File: config.mk
export PLATFORM = sky130hd
export DESIGN_NAME = power_key_ctrl_flat
export DESIGN_NICKNAME = d
export VERILOG_FILES = /design/src/rtl/power_pkg.sv /design/src/rtl/power_key_ctrl_if.sv /design/src/rtl/key_debounce.sv /design/src/rtl/power_key_ctrl.sv /design/src/flat_wrapper.sv
export SDC_FILE = /design/constraint.sdc
export NUM_CORES = 1
export LEC_CHECK = 0
export CAP_MARGIN = 0
export CORE_MARGIN = 2
export CORE_UTILIZATION = 45
export DETAILED_ROUTE_END_ITERATION = 16
export SYNTH_ARGS = -nofsm -noshare
export SYNTH_HDL_FRONTEND = slang
export SYNTH_SLANG_ARGS = --single-unit
export TNS_END_PERCENT = 20
File: constraint.sdc
create_clock -name clk -period 4.3 [get_ports clk]
set_input_delay 0.43 -clock clk [delete_from_list [all_inputs] [get_ports clk]]
set_output_delay 0.43 -clock clk [all_outputs]
set_load 0.01 [all_outputs]
File: src/rtl/power_pkg.sv
// Shared definitions for the power-key front end and the power engine:
// FSM encodings, power level constants and the ms-tick divider helper.
package power_pkg;

    typedef enum logic [2:0] {
        ST_OFF     = 3'd0,
        ST_ARM     = 3'd1,
        ST_ON      = 3'd2,
        ST_OFFREQ  = 3'd3,
        ST_RELWAIT = 3'd4
    } pwr_state_t;

    localparam logic POFF = 1'b0;
    localparam logic PON  = 1'b1;

    // 11 bits of hold progress cover ARM_TIMEOUT_MS up to 2047
    localparam int HOLD_W = 11;

    function automatic int unsigned ms_div(input int unsigned clk_hz);
        return clk_hz / 1000;
    endfunction

endpackage

File: src/rtl/power_key_ctrl_if.sv
// Button/engine signal bundle of the power-key controller.
interface power_key_ctrl_if;
    import power_pkg::*;

    logic              btn_raw;
    logic              power_state;
    logic              power_on;
    logic              power_off;
    logic [HOLD_W-1:0] hold_ms;
    logic              arm_fault;

    // master: the controller; slave: the board/engine side
    modport master (
        input  btn_raw, power_state,
        output power_on, power_off, hold_ms, arm_fault
    );

    modport slave (
        output btn_raw, power_state,
        input  power_on, power_off, hold_ms, arm_fault
    );

endinterface

File: src/rtl/key_debounce.sv
// Two-flop synchroniser plus ms-tick debounce; rise/fall are one-clk pulses
// issued in the same cycle the debounced level changes.
module key_debounce #(
    parameter int DEBOUNCE_MS = 20
) (
    input  logic clk,
    input  logic rst,
    input  logic tick,
    input  logic in,
    output logic db,
    output logic rise,
    output logic fall
);

    localparam int CW = (DEBOUNCE_MS > 1) ? $clog2(DEBOUNCE_MS) : 1;
    localparam logic [CW-1:0] CNT_LAST = CW'(DEBOUNCE_MS - 1);

    logic          s1, s2;
    logic [CW-1:0] cnt;

    always_ff @(posedge clk) begin
        if (!rst) begin
            s1   <= 1'b0;
            s2   <= 1'b0;
            db   <= 1'b0;
            cnt  <= '0;
            rise <= 1'b0;
            fall <= 1'b0;
        end else begin
            s1   <= in;
            s2   <= s1;
            rise <= 1'b0;
            fall <= 1'b0;
            // any return to the accepted level restarts the count
            if (s2 == db) begin
                cnt <= '0;
            end else if (tick) begin
                if (cnt == CNT_LAST) begin
                    db   <= s2;
                    cnt  <= '0;
                    rise <= s2;
                    fall <= ~s2;
                end else begin
                    cnt <= cnt + 1'b1;
                end
            end
        end
    end

endmodule

File: src/rtl/power_key_ctrl.sv
// Power push-button front end: long press while off requests power-up,
// short press while on issues a one-clk power-down pulse.
module power_key_ctrl
    import power_pkg::*;
#(
    parameter int unsigned CLK_HZ         = 100_000_000,
    parameter int          DEBOUNCE_MS    = 20,
    parameter int          ARM_TIMEOUT_MS = 1200
) (
    input  logic                    clk,
    input  logic                    rst,
    power_key_ctrl_if.master        bus
);

    localparam int unsigned TICK_DIV = ms_div(CLK_HZ);
    localparam int PW = (TICK_DIV > 1) ? $clog2(TICK_DIV) : 1;
    localparam logic [PW-1:0]     PRESC_LAST = PW'(TICK_DIV - 1);
    localparam logic [HOLD_W-1:0] HOLD_MAX   = HOLD_W'(ARM_TIMEOUT_MS);

    function automatic logic [HOLD_W-1:0] sat_inc(input logic [HOLD_W-1:0] v);
        return (v == HOLD_MAX) ? v : v + 1'b1;
    endfunction

    logic [PW-1:0]     presc;
    logic              tick;
    logic              btn_db, btn_press, btn_release;
    pwr_state_t        state, state_n;
    logic              pon_q, poff_q, fault_q;
    logic              pon_n, poff_n, fault_n;
    logic [HOLD_W-1:0] hold_q, hold_n;

    assign tick = (presc == PRESC_LAST);

    always_ff @(posedge clk) begin
        if (!rst)      presc <= '0;
        else if (tick) presc <= '0;
        else           presc <= presc + 1'b1;
    end

    key_debounce #(.DEBOUNCE_MS(DEBOUNCE_MS)) u_db (
        .clk  (clk),
        .rst  (rst),
        .tick (tick),
        .in   (bus.btn_raw),
        .db   (btn_db),
        .rise (btn_press),
        .fall (btn_release)
    );

    always_ff @(posedge clk) begin
        if (!rst) begin
            state   <= ST_OFF;
            pon_q   <= 1'b0;
            poff_q  <= 1'b0;
            fault_q <= 1'b0;
            hold_q  <= '0;
        end else begin
            state   <= state_n;
            pon_q   <= pon_n;
            poff_q  <= poff_n;
            fault_q <= fault_n;
            hold_q  <= hold_n;
        end
    end

    // Outputs are next-state values so they appear the cycle after the condition
    always_comb begin
        state_n = state;
        pon_n   = 1'b0;
        poff_n  = 1'b0;
        fault_n = 1'b0;
        hold_n  = '0;
        case (state)
            ST_OFF: begin
                if (bus.power_state == PON) begin
                    state_n = ST_ON;
                end else if (btn_press) begin
                    state_n = ST_ARM;
                    pon_n   = 1'b1;
                end
            end
            ST_ARM: begin
                // engine feedback wins over release and timeout
                if (bus.power_state == PON) begin
                    state_n = ST_RELWAIT;
                end else if (btn_release) begin
                    state_n = ST_OFF;
                end else if (hold_q == HOLD_MAX) begin
                    state_n = ST_RELWAIT;
                    fault_n = 1'b1;
                end else begin
                    pon_n  = 1'b1;
                    hold_n = tick ? sat_inc(hold_q) : hold_q;
                end
            end
            ST_ON: begin
                // an engine already off must not see a power_off pulse
                if (bus.power_state == POFF) begin
                    state_n = ST_OFF;
                end else if (btn_press) begin
                    state_n = ST_OFFREQ;
                    poff_n  = 1'b1;
                end
            end
            ST_OFFREQ: begin
                state_n = ST_RELWAIT;
            end
            ST_RELWAIT: begin
                if (!btn_db) state_n = (bus.power_state == PON) ? ST_ON : ST_OFF;
            end
            default: begin
                state_n = ST_OFF;
            end
        endcase
    end

    assign bus.power_on  = pon_q;
    assign bus.power_off = poff_q;
    assign bus.arm_fault = fault_q;
    assign bus.hold_ms   = hold_q;

endmodule

File: src/flat_wrapper.sv
// flat-port wrapper written by rule: the top's interface ports become plain ports
module power_key_ctrl_flat import power_pkg::*;
#(
    parameter int unsigned CLK_HZ         = 100_000_000,
    parameter int          DEBOUNCE_MS    = 20,
    parameter int          ARM_TIMEOUT_MS = 1200
)
  (clk, rst, bus_btn_raw, bus_power_state, bus_power_on, bus_power_off, bus_hold_ms, bus_arm_fault);
  power_key_ctrl_if bus_i ();
  input  logic clk;
  input  logic rst;
  input wire logic [$bits(bus_i.btn_raw)-1:0] bus_btn_raw;
  input wire logic [$bits(bus_i.power_state)-1:0] bus_power_state;
  output wire logic [$bits(bus_i.power_on)-1:0] bus_power_on;
  output wire logic [$bits(bus_i.power_off)-1:0] bus_power_off;
  output wire logic [$bits(bus_i.hold_ms)-1:0] bus_hold_ms;
  output wire logic [$bits(bus_i.arm_fault)-1:0] bus_arm_fault;
  assign bus_i.btn_raw = bus_btn_raw;
  assign bus_i.power_state = bus_power_state;
  assign bus_power_on = bus_i.power_on;
  assign bus_power_off = bus_i.power_off;
  assign bus_hold_ms = bus_i.hold_ms;
  assign bus_arm_fault = bus_i.arm_fault;
  power_key_ctrl #(.CLK_HZ(CLK_HZ), .DEBOUNCE_MS(DEBOUNCE_MS), .ARM_TIMEOUT_MS(ARM_TIMEOUT_MS)) u_core (.clk(clk), .rst(rst), .bus(bus_i));
endmodule
**Word level (Yosys, flattened, before mapping)**

Index checks and enable logic that the tools add are counted.
Widths: inputs -> output; s select.

- Flip-flop bits (word level): 44
- Bits of input ports: 4
- Output and inout port bits: 14
- Word-level logic and storage cells: 60

- $add $sub $neg: 3
- Eq/ne operators: 12
- Multiplexer cells: 18
- Bitwise gates (word level): 6
- Reduce and logical (&&, ||, !) cells: 9

Operators with widths:

| operator | count |
|---|---|
| $mux 3 | 8 |
| $add 17x1->17 const B | 1 |
| $eq 17x17->1 const B | 1 |
| $pmux 3 s5 | 1 |
| $add 11x1->11 const B | 1 |
| $eq 11x11->1 const B | 1 |
| $reduce_or 4->1 | 2 |
| $eq 3x2->1 const B | 2 |
| $mux 1 | 6 |
| $ne 3x3->1 const B | 2 |
| $not 1->1 | 6 |
| $reduce_and 3->1 | 2 |
| $add 5x1->5 const B | 1 |
| $eq 5x5->1 const B | 1 |
| $mux 5 | 1 |
| $reduce_or 5->1 | 1 |
| $ne 4x3->1 const B | 1 |
| $reduce_and 4->1 | 1 |
| $reduce_or 2->1 | 2 |
| $eq 3x1->1 const B | 1 |
| $eq 3x3->1 const B | 1 |
| $logic_not 3->1 | 1 |
| $mux 2 | 1 |
| $ne 2x2->1 const B | 1 |
| 2 further kinds | 2 |

**Logic depth before layout (Yosys ltp)**

Gate-level depths: netlist (run 1).

- Depth in word-level cells: 5
- Mapped depth: 7

**Modules after synthesis**

Synthesis (run 1) repeated with hierarchy kept, for this count alone.

- Cells, all modules: 225
- Area, all modules: 2013.2 µm²

Modules (own cells, without submodules):

| module | times used | cells each | area an instance (µm²) | sequential area each (µm²) |
|---|---|---|---|---|
| power_key_ctrl | 1 | 188 | 1612.8 | 680.7 |
| key_debounce | 1 | 37 | 400.4 | 200.2 |

**Worst setup path before layout (run 1)**

No wires, ideal clock.

- Kind: flip-flop to flip-flop
- Start point: register u_core.presc[0]
- End point: register u_core.hold_q[8] (netlist: u_core.bus.hold_ms[8])
- Data arrival time: 1607 ps
- Data required time: 4181 ps
- Path slack: 2574 ps
- Cell stages (with the launch flop): 7
- Buffers on the path: 1
- Cell sequence: dfxtp_1 -> ha_1 -> and4_1 -> buf_2 -> nand4_4 -> or4_4 -> mux2i_1

- Word-level cells in the longest chain between the ends: 1

RTL lines:

| item | RTL line | source |
|---|---|---|
| start: declaration | power_key_ctrl.sv:24 | `logic [PW-1:0] presc;` |
| start signal: assignment | power_key_ctrl.sv:37 | `else presc <= presc + 1'b1;` |
| $eq 17x17->1 | power_key_ctrl.sv:32 | `assign tick = (presc == PRESC_LAST);` |
| end signal: assignment | power_key_ctrl.sv:62 | `hold_q <= hold_n;` |
| end: declaration | power_key_ctrl.sv:30 | `logic [HOLD_W-1:0] hold_q, hold_n;` |

Every way passes these cells.
A chain may end at the register's enable or synchronous reset.

**Worst setup path in the final report (run 1)**

- Start point: input port bus_power_state
- End point: register u_core.hold_q[6] (netlist: u_core.bus.hold_ms[6])

- Word-level cells in the longest chain between the ends: 1

RTL lines:

| item | RTL line | source |
|---|---|---|
| start: declaration | flat_wrapper.sv:13 | `input wire logic [$bits(bus_i.power_state)-1:0] bus_power_state;` |
| $reduce_or 5->1 (no source line) | n/a |  |

Every way passes these cells.

==> results.ini, run 1 <==
[pwr]
power_uw=715
leakage_nw=0.780
ir_worst_vdd_mv=0.191
p_per_area_nw_per_um2=298

[synthesis]
synthAdderAreaFrac_pct=2.38
syn_area_um2=2100
synth_top_family_by_area=simple AND/OR/NAND/NOR gates
synth_common_cells=dfxtp_1, nor2_1, a21oi_1
ys_seq_area_share_pct=41.9
yosys_warnings=0
synth_top_cell_area_share_pct=41.9
syn_avg_cell_area_um2=8.76
post-synth-top-area-cell=dfxtp_1
synthFlopType=dfxtp_1
synth_xor_area_share_pct=5.00
ys_types=39
async_flop_share_pct=0
synth-simple-area-share_pct=32.8
synth_mux_area_share_pct=2.86
synth_fp_nets=248
synthMostInstantiatedCell=dfxtp_1
synth-edff-count=0
synth-seq-cells=44
synth_compound_area_share_pct=10.8
synth_area_leaders=dfxtp_1, a21oi_1, xor2_1
postSynthCellCount=240

[worst_setup_path]
critPathSlowestCell=clkdlybuf4s50_1
reg2reg_depth=7
end_kind=register
cpPeakStageDelay_ns=0.51
worstSetupStartpointType=primary input
required_ns=4.53
path_cells=clkdlybuf4s50_1 > or3_1 > a311oi_1 > buf_4 > nand2_1 > a21oi_1
cp_max_fo=8
crit_type=in -> reg
worstPathArrival_ns=2.46

[timing]
min_period_ns=2.23
relSlewSlack_pct=52.1
tns_ns=0
hold_viol=0
slew_viol_final=0
fmax_mhz=448
period_share_pct=51.9
rsz0062_at_grt=false
finalSetupViolCount=0
finalClockSkew_ns=0.00382
worst_slew_pin_slew_ns=0.709

[clocking]
postCtsSetupBuffers=0
htree_levels=2
ctsHoldBuffers=0
numCtsBuffers=5
worstSkewPairLatency_ns=0.30
cts.reportedPaths.clkPinSlew_ns=0.08
cts-root-buf=clkbuf_8
ctsResizeCount=0
cts.sinks=44
cts_buffer_depth=2
cts_tree=yes

[grt]
grt.total_usage_pct=18.4
gr-total-overflow=0
grt_pass1_vias=1628
antenna_found_initial=0
grt_max_degree=20
grt_first_pass_wirelength_mm=7.55

[layout]
final_area_um2=2400
n_antenna_cell=0
drive_gt1_share_pct=6.25
nFillCells=418
syn_to_final_growth_pct=14.0
final_net_count=264

[place]
dpl_cell_area_um2=2300
dp_hpwl_mm=2.95
place_congestion=0.830
port_buffers=17

[floorplan]
rows=24
design.core.area_um2=4410
top_level_ports=18
die_area_um2=5230
start_util_pct=47.6
dieWidth_um=72.3
chipHeight_um=72.3

[route]
first_iter_violations=131
ant_nets=0
routedWlPerCell_um=13.7
vias_per_cell=5.74
dr.pass1.iters=4
dr_total_vias=1769
wl_mm=4.21
drc=0

[hold_path]
hold_path.class=reg -> reg
holdPathStages=1

[run_status]
status=finished clean

[job]
drv_cap=0

-- flip-flops by register name, summed over array words and instances (netlist names) --
signal / count
u_core.presc: 17
u_core.bus.hold_ms: 11
u_core.u_db.cnt: 5
u_core.state: 3
u_core.bus.arm_fault: 1
u_core.bus.power_off: 1
u_core.bus.power_on: 1
u_core.u_db.db: 1
u_core.u_db.fall: 1
u_core.u_db.rise: 1
u_core.u_db.s1: 1
u_core.u_db.s2: 1
-- cell usage in the layout, fill, tap and decap left out, types with 4 or more instances in the layout --
| master | count |
|---|---|
| nand4_1 | 8 |
| nand2_1 | 16 |
| clkdlybuf4s50_1 | 17 |
| xor2_1 | 9 |
| ha_1 | 4 |
| o21ai_0 | 13 |
| dfxtp_1 | 44 |
| or4_1 | 6 |
| nand3_1 | 14 |
| mux2i_1 | 6 |
| and3_1 | 4 |
| or3_1 | 11 |
| nor4_1 | 5 |
| inv_1 | 12 |
| and2_1 | 4 |
| o31ai_1 | 4 |
| a21oi_1 | 18 |
| clkbuf_8 | 7 |
| nor2_1 | 20 |
-- worst paths after layout --
kind / end / slack (ns) / start
max: u_core.bus.hold_ms[6]$_SDFFE_PP0P_ / 2.07 / bus_power_state
min: u_core.presc[0]$_SDFF_PP0_ / 0.44 / u_core.presc[0]$_SDFF_PP0_
max reg2reg: u_core.bus.hold_ms[6]$_SDFFE_PP0P_ / 2.16 / u_core.bus.hold_ms[0]$_SDFFE_PP0P_
min reg2reg: u_core.presc[0]$_SDFF_PP0_ / 0.44 / u_core.presc[0]$_SDFF_PP0_
-- where the power goes --
| group | switching, mW | internal (mW) | total (mW) |
|---|---|---|---|
| Clock | 0.135 | 0.143 | 0.278 |
| Combinational | 0.0123 | 0.00940 | 0.0217 |
| Sequential | 0.00432 | 0.411 | 0.416 |
| Total | 0.151 | 0.564 | 0.715 |
-- cell families after synthesis --
group	count (synthesis)
AO/OA/AOI/OAI	40
buffers and inverters	21
XOR/XNOR	12
flip-flops	44
adder cells (fa/ha/maj)	4
multiplexers	6
AND/OR/NAND/NOR	113
-- per-layer routing --
layer,global-route usage [%],part of all wire [%],up-vias
met1,25.0,51,828
met4,8.18,2.0,0
li1,-,-,907
met2,27.9,44,27
met5,0,0,-
met3,4.17,3.4,7
-- final cells by class --
| class | count | area, um2 | area share, % |
|---|---|---|---|
| Timing Repair Buffer | 18 | 178 | 7.42 |
| Tap cell | 52 | 65.1 | 2.72 |
| Inverter | 12 | 45.0 | 1.88 |
| Clock buffer | 7 | 96.3 | 4.02 |
| Multi-Input combinational cell | 175 | 1130 | 47.2 |
| Sequential cell | 44 | 881 | 36.8 |
-- stage by stage --
| stage | cells | hold WS, ns | util [%] | setup WS (ns) |
|---|---|---|---|---|
| after floorplan | 240 | 0.412 | - | 2.57 |
| final | 308 | 0.437 | 54.3 | 2.07 |
| after CTS | 308 | 0.441 | 54.3 | 2.05 |
| after detailed placement | 301 | 0.430 | 52.1 | 1.75 |
| after global placement | 301 | 0.424 | 52.1 | 1.78 |
| after global routing | 308 | 0.473 | 54.3 | 1.88 |
-- worst max-delay path, delay by kind of cell --
kind            cells  cell delay (ns)
compound gates      2             0.67
buf+inv             2             0.76
simple gates        2             0.59
Power figures use the tool's default switching activity.
==> run 2, diff against run 1 <==
--- a/config.mk
+++ b/config.mk
@@ -9,6 +9,7 @@
 export CORE_MARGIN = 2
 export CORE_UTILIZATION = 45
 export DETAILED_ROUTE_END_ITERATION = 16
+export PLACE_DENSITY = 0.67
 export SYNTH_ARGS = -nofsm -noshare
 export SYNTH_HDL_FRONTEND = slang
 export SYNTH_SLANG_ARGS = --single-unit
==> constraint.sdc (replaced) <==
create_clock -name clk -period 2 [get_ports clk]
set_input_delay 0.2 -clock clk [delete_from_list [all_inputs] [get_ports clk]]
set_output_delay 0.2 -clock clk [all_outputs]
set_load 0.01 [all_outputs]
==> results.ini, run 2 (synthesized netlist as in run 1, its figures left out) <==
[pwr]
p_per_area_nw_per_um2=603  ; +100%
power_mw=1.52  ; +110%
ir_worst_vdd_mv=0.471  ; +150%
leakage_nw=0.856  ; +9.8%

[grt]
grt_pass1_vias=1640  ; +0.74%
antenna_found_initial=0  ; unchanged
grt_max_degree=15  ; -25%
gr-total-overflow=0  ; unchanged
grt_first_pass_wirelength_mm=7.27  ; -3.7%
grt.total_usage_pct=17.6  ; -0.86 points

[worst_setup_path]
end_kind=register
cpPeakStageDelay_ns=0.51  ; about the same
r2r_start=u_core.presc[14]$_SDFF_PP0_
endpoint=u_core.bus.hold_ms[4]$_SDFFE_PP0P_
critPathLaunch=u_core.presc[14]$_SDFF_PP0_
timing.rr.end=u_core.bus.hold_ms[4]$_SDFFE_PP0P_
critPathSlowestCell=nor4bb_1
reg2reg_depth=5  ; -2
crit_type=reg -> reg
cp_max_fo=10  ; +2
required_ns=2.22  ; -2.31 ns
worstSetupStartpointType=register
worstPathArrival_ns=2.09  ; -0.37 ns
path_cells=nor4bb_1 > nand4_4 > buf_4 > or3_1 > a21oi_1
r2r_slack_ns=0.13  ; -2.03 ns

[timing]
period_share_pct=93.4
setup_slack_ns=0.133  ; -1.94 ns
tns_ns=0  ; unchanged
slew_viol_final=0  ; unchanged
rsz0062_at_grt=false
hold_viol=0  ; unchanged
min_period_ns=1.87
finalSetupViolCount=0  ; unchanged
worst_slew_pin_slew_ns=0.540  ; -0.169 ns
finalClockSkew_ns=0.00935  ; +0.00554 ns
relSlewSlack_pct=63.5  ; +11 points
fmax_mhz=535

[floorplan]
start_util_pct=47.6  ; unchanged
design.core.area_um2=4410  ; unchanged
dieWidth_um=72.3  ; unchanged
top_level_ports=18  ; unchanged
rows=24  ; unchanged
chipHeight_um=72.3  ; unchanged
die_area_um2=5230  ; unchanged

[place]
dpl_cell_area_um2=2400  ; +4.6%
place_congestion=0.821  ; -1.1%
dp_slack_ns=-0.0371  ; -1.78 ns
port_buffers=17  ; unchanged
dp_hpwl_mm=3.00  ; +1.9%

[route]
wl_mm=4.17  ; -1.0%
ant_nets=0  ; unchanged
drc=0  ; unchanged
first_iter_violations=100  ; -24%
vias_per_cell=5.57  ; -3.0%
dr_total_vias=1800  ; +1.8%
routedWlPerCell_um=12.9  ; -5.6%
dr.pass1.iters=4  ; unchanged

[layout]
largest_reg_flops=17  ; unchanged
layout_commonest_cell=dfxtp_1
finish.utilization_pct=57.1  ; +2.8 points
n_antenna_cell=0  ; unchanged
syn_to_final_growth_pct=19.8
final_net_count=278  ; +5.3%
top_register=u_core.presc
drive_gt1_share_pct=11.8  ; +5.6 points
final_area_um2=2520  ; +5.1%
final_cell_mix=dfxtp_1, nor2_1, a21oi_1, clkdlybuf4s50_1

[run_status]
status=finished clean

[clocking]
numCtsBuffers=5  ; unchanged
cts_buffer_depth=2  ; unchanged
cts.reportedPaths.clkPinSlew_ns=0.09  ; about the same
ctsHoldBuffers=0  ; unchanged
postCtsSetupBuffers=0  ; unchanged
cts-root-buf=clkbuf_8
worstSkewPairLatency_ns=0.30  ; about the same
cts.sinks=44  ; unchanged
htree_levels=2  ; unchanged
cts_tree=yes

[job]
drv_cap=0  ; unchanged

[hold_path]
hold_path.class=reg -> reg
holdPathStages=1  ; unchanged

==> run 2: worst min-delay path by stage <==
| stage | slack (ns) | endpoint | from |
|---|---|---|---|
| 3_3_place_gp | 0.42 | u_core.u_db.s2$_SDFF_PN0_ | u_core.u_db.s1$_SDFF_PN0_ |
| 5_1_grt | 0.47 | u_core.u_db.s2$_SDFF_PN0_ | u_core.u_db.s1$_SDFF_PN0_ |
| 6_report | 0.44 | u_core.u_db.s2$_SDFF_PN0_ | u_core.u_db.s1$_SDFF_PN0_ |
| 4_1_cts | 0.44 | u_core.u_db.s2$_SDFF_PN0_ | u_core.u_db.s1$_SDFF_PN0_ |
| 2_1_floorplan | 0.33 | u_core.bus.power_off$_SDFF_PN0_ | bus_power_state |
| 3_5_place_dp | 0.42 | u_core.u_db.s2$_SDFF_PN0_ | u_core.u_db.s1$_SDFF_PN0_ |
==> run 2: stage by stage <==
stage / hold WS [ns] / cells
floorplan: 0.326 / 240
global placement: 0.416 / 315
detailed placement: 0.423 / 315
CTS: 0.441 / 323
global route: 0.469 / 323
finish: 0.436 / 323
==> run 2: cell type report <==
type / instances / area, um2
clock buffers: 8 / 90.1
fillers: 393 / 1900
inverters: 12 / 45.0
multi-input cells: 175 / 1150
flip-flops and latches: 44 / 881
well taps: 52 / 65.1
repair buffers: 32 / 283
==> run 2: layer usage <==
layer	global-route usage, %	up-vias	wire, um
met5	0	-	0
met4	4.40	0	46
met3	5.00	5	174
met2	29.0	42	1960
met1	22.7	828	1980
li1	-	925	-
==> run 2: what timing repair did <==
| item | in CTS | in global routing |
|---|---|---|
| pin swaps | 0 | 0 |
| resized for setup | 1 | 3 |
| setup endpoints to repair | 8 | 7 |
==> run 2: where the power goes <==
group	internal, mW	total (mW)	switching (mW)
logic	0.0239	0.0514	0.0275
clock network	0.282	0.573	0.291
registers	0.884	0.894	0.00954
total	1.19	1.52	0.328
==> run 2: worst max-delay path: cells and delay by family (launching register included) <==
kind / cells / cell delay [ns]
and+or+nand+nor: 3 / 1.07
DFF: 1 / 0.36
buffers and inverters: 1 / 0.21
AOI/OAI and AO/OA: 1 / 0.15
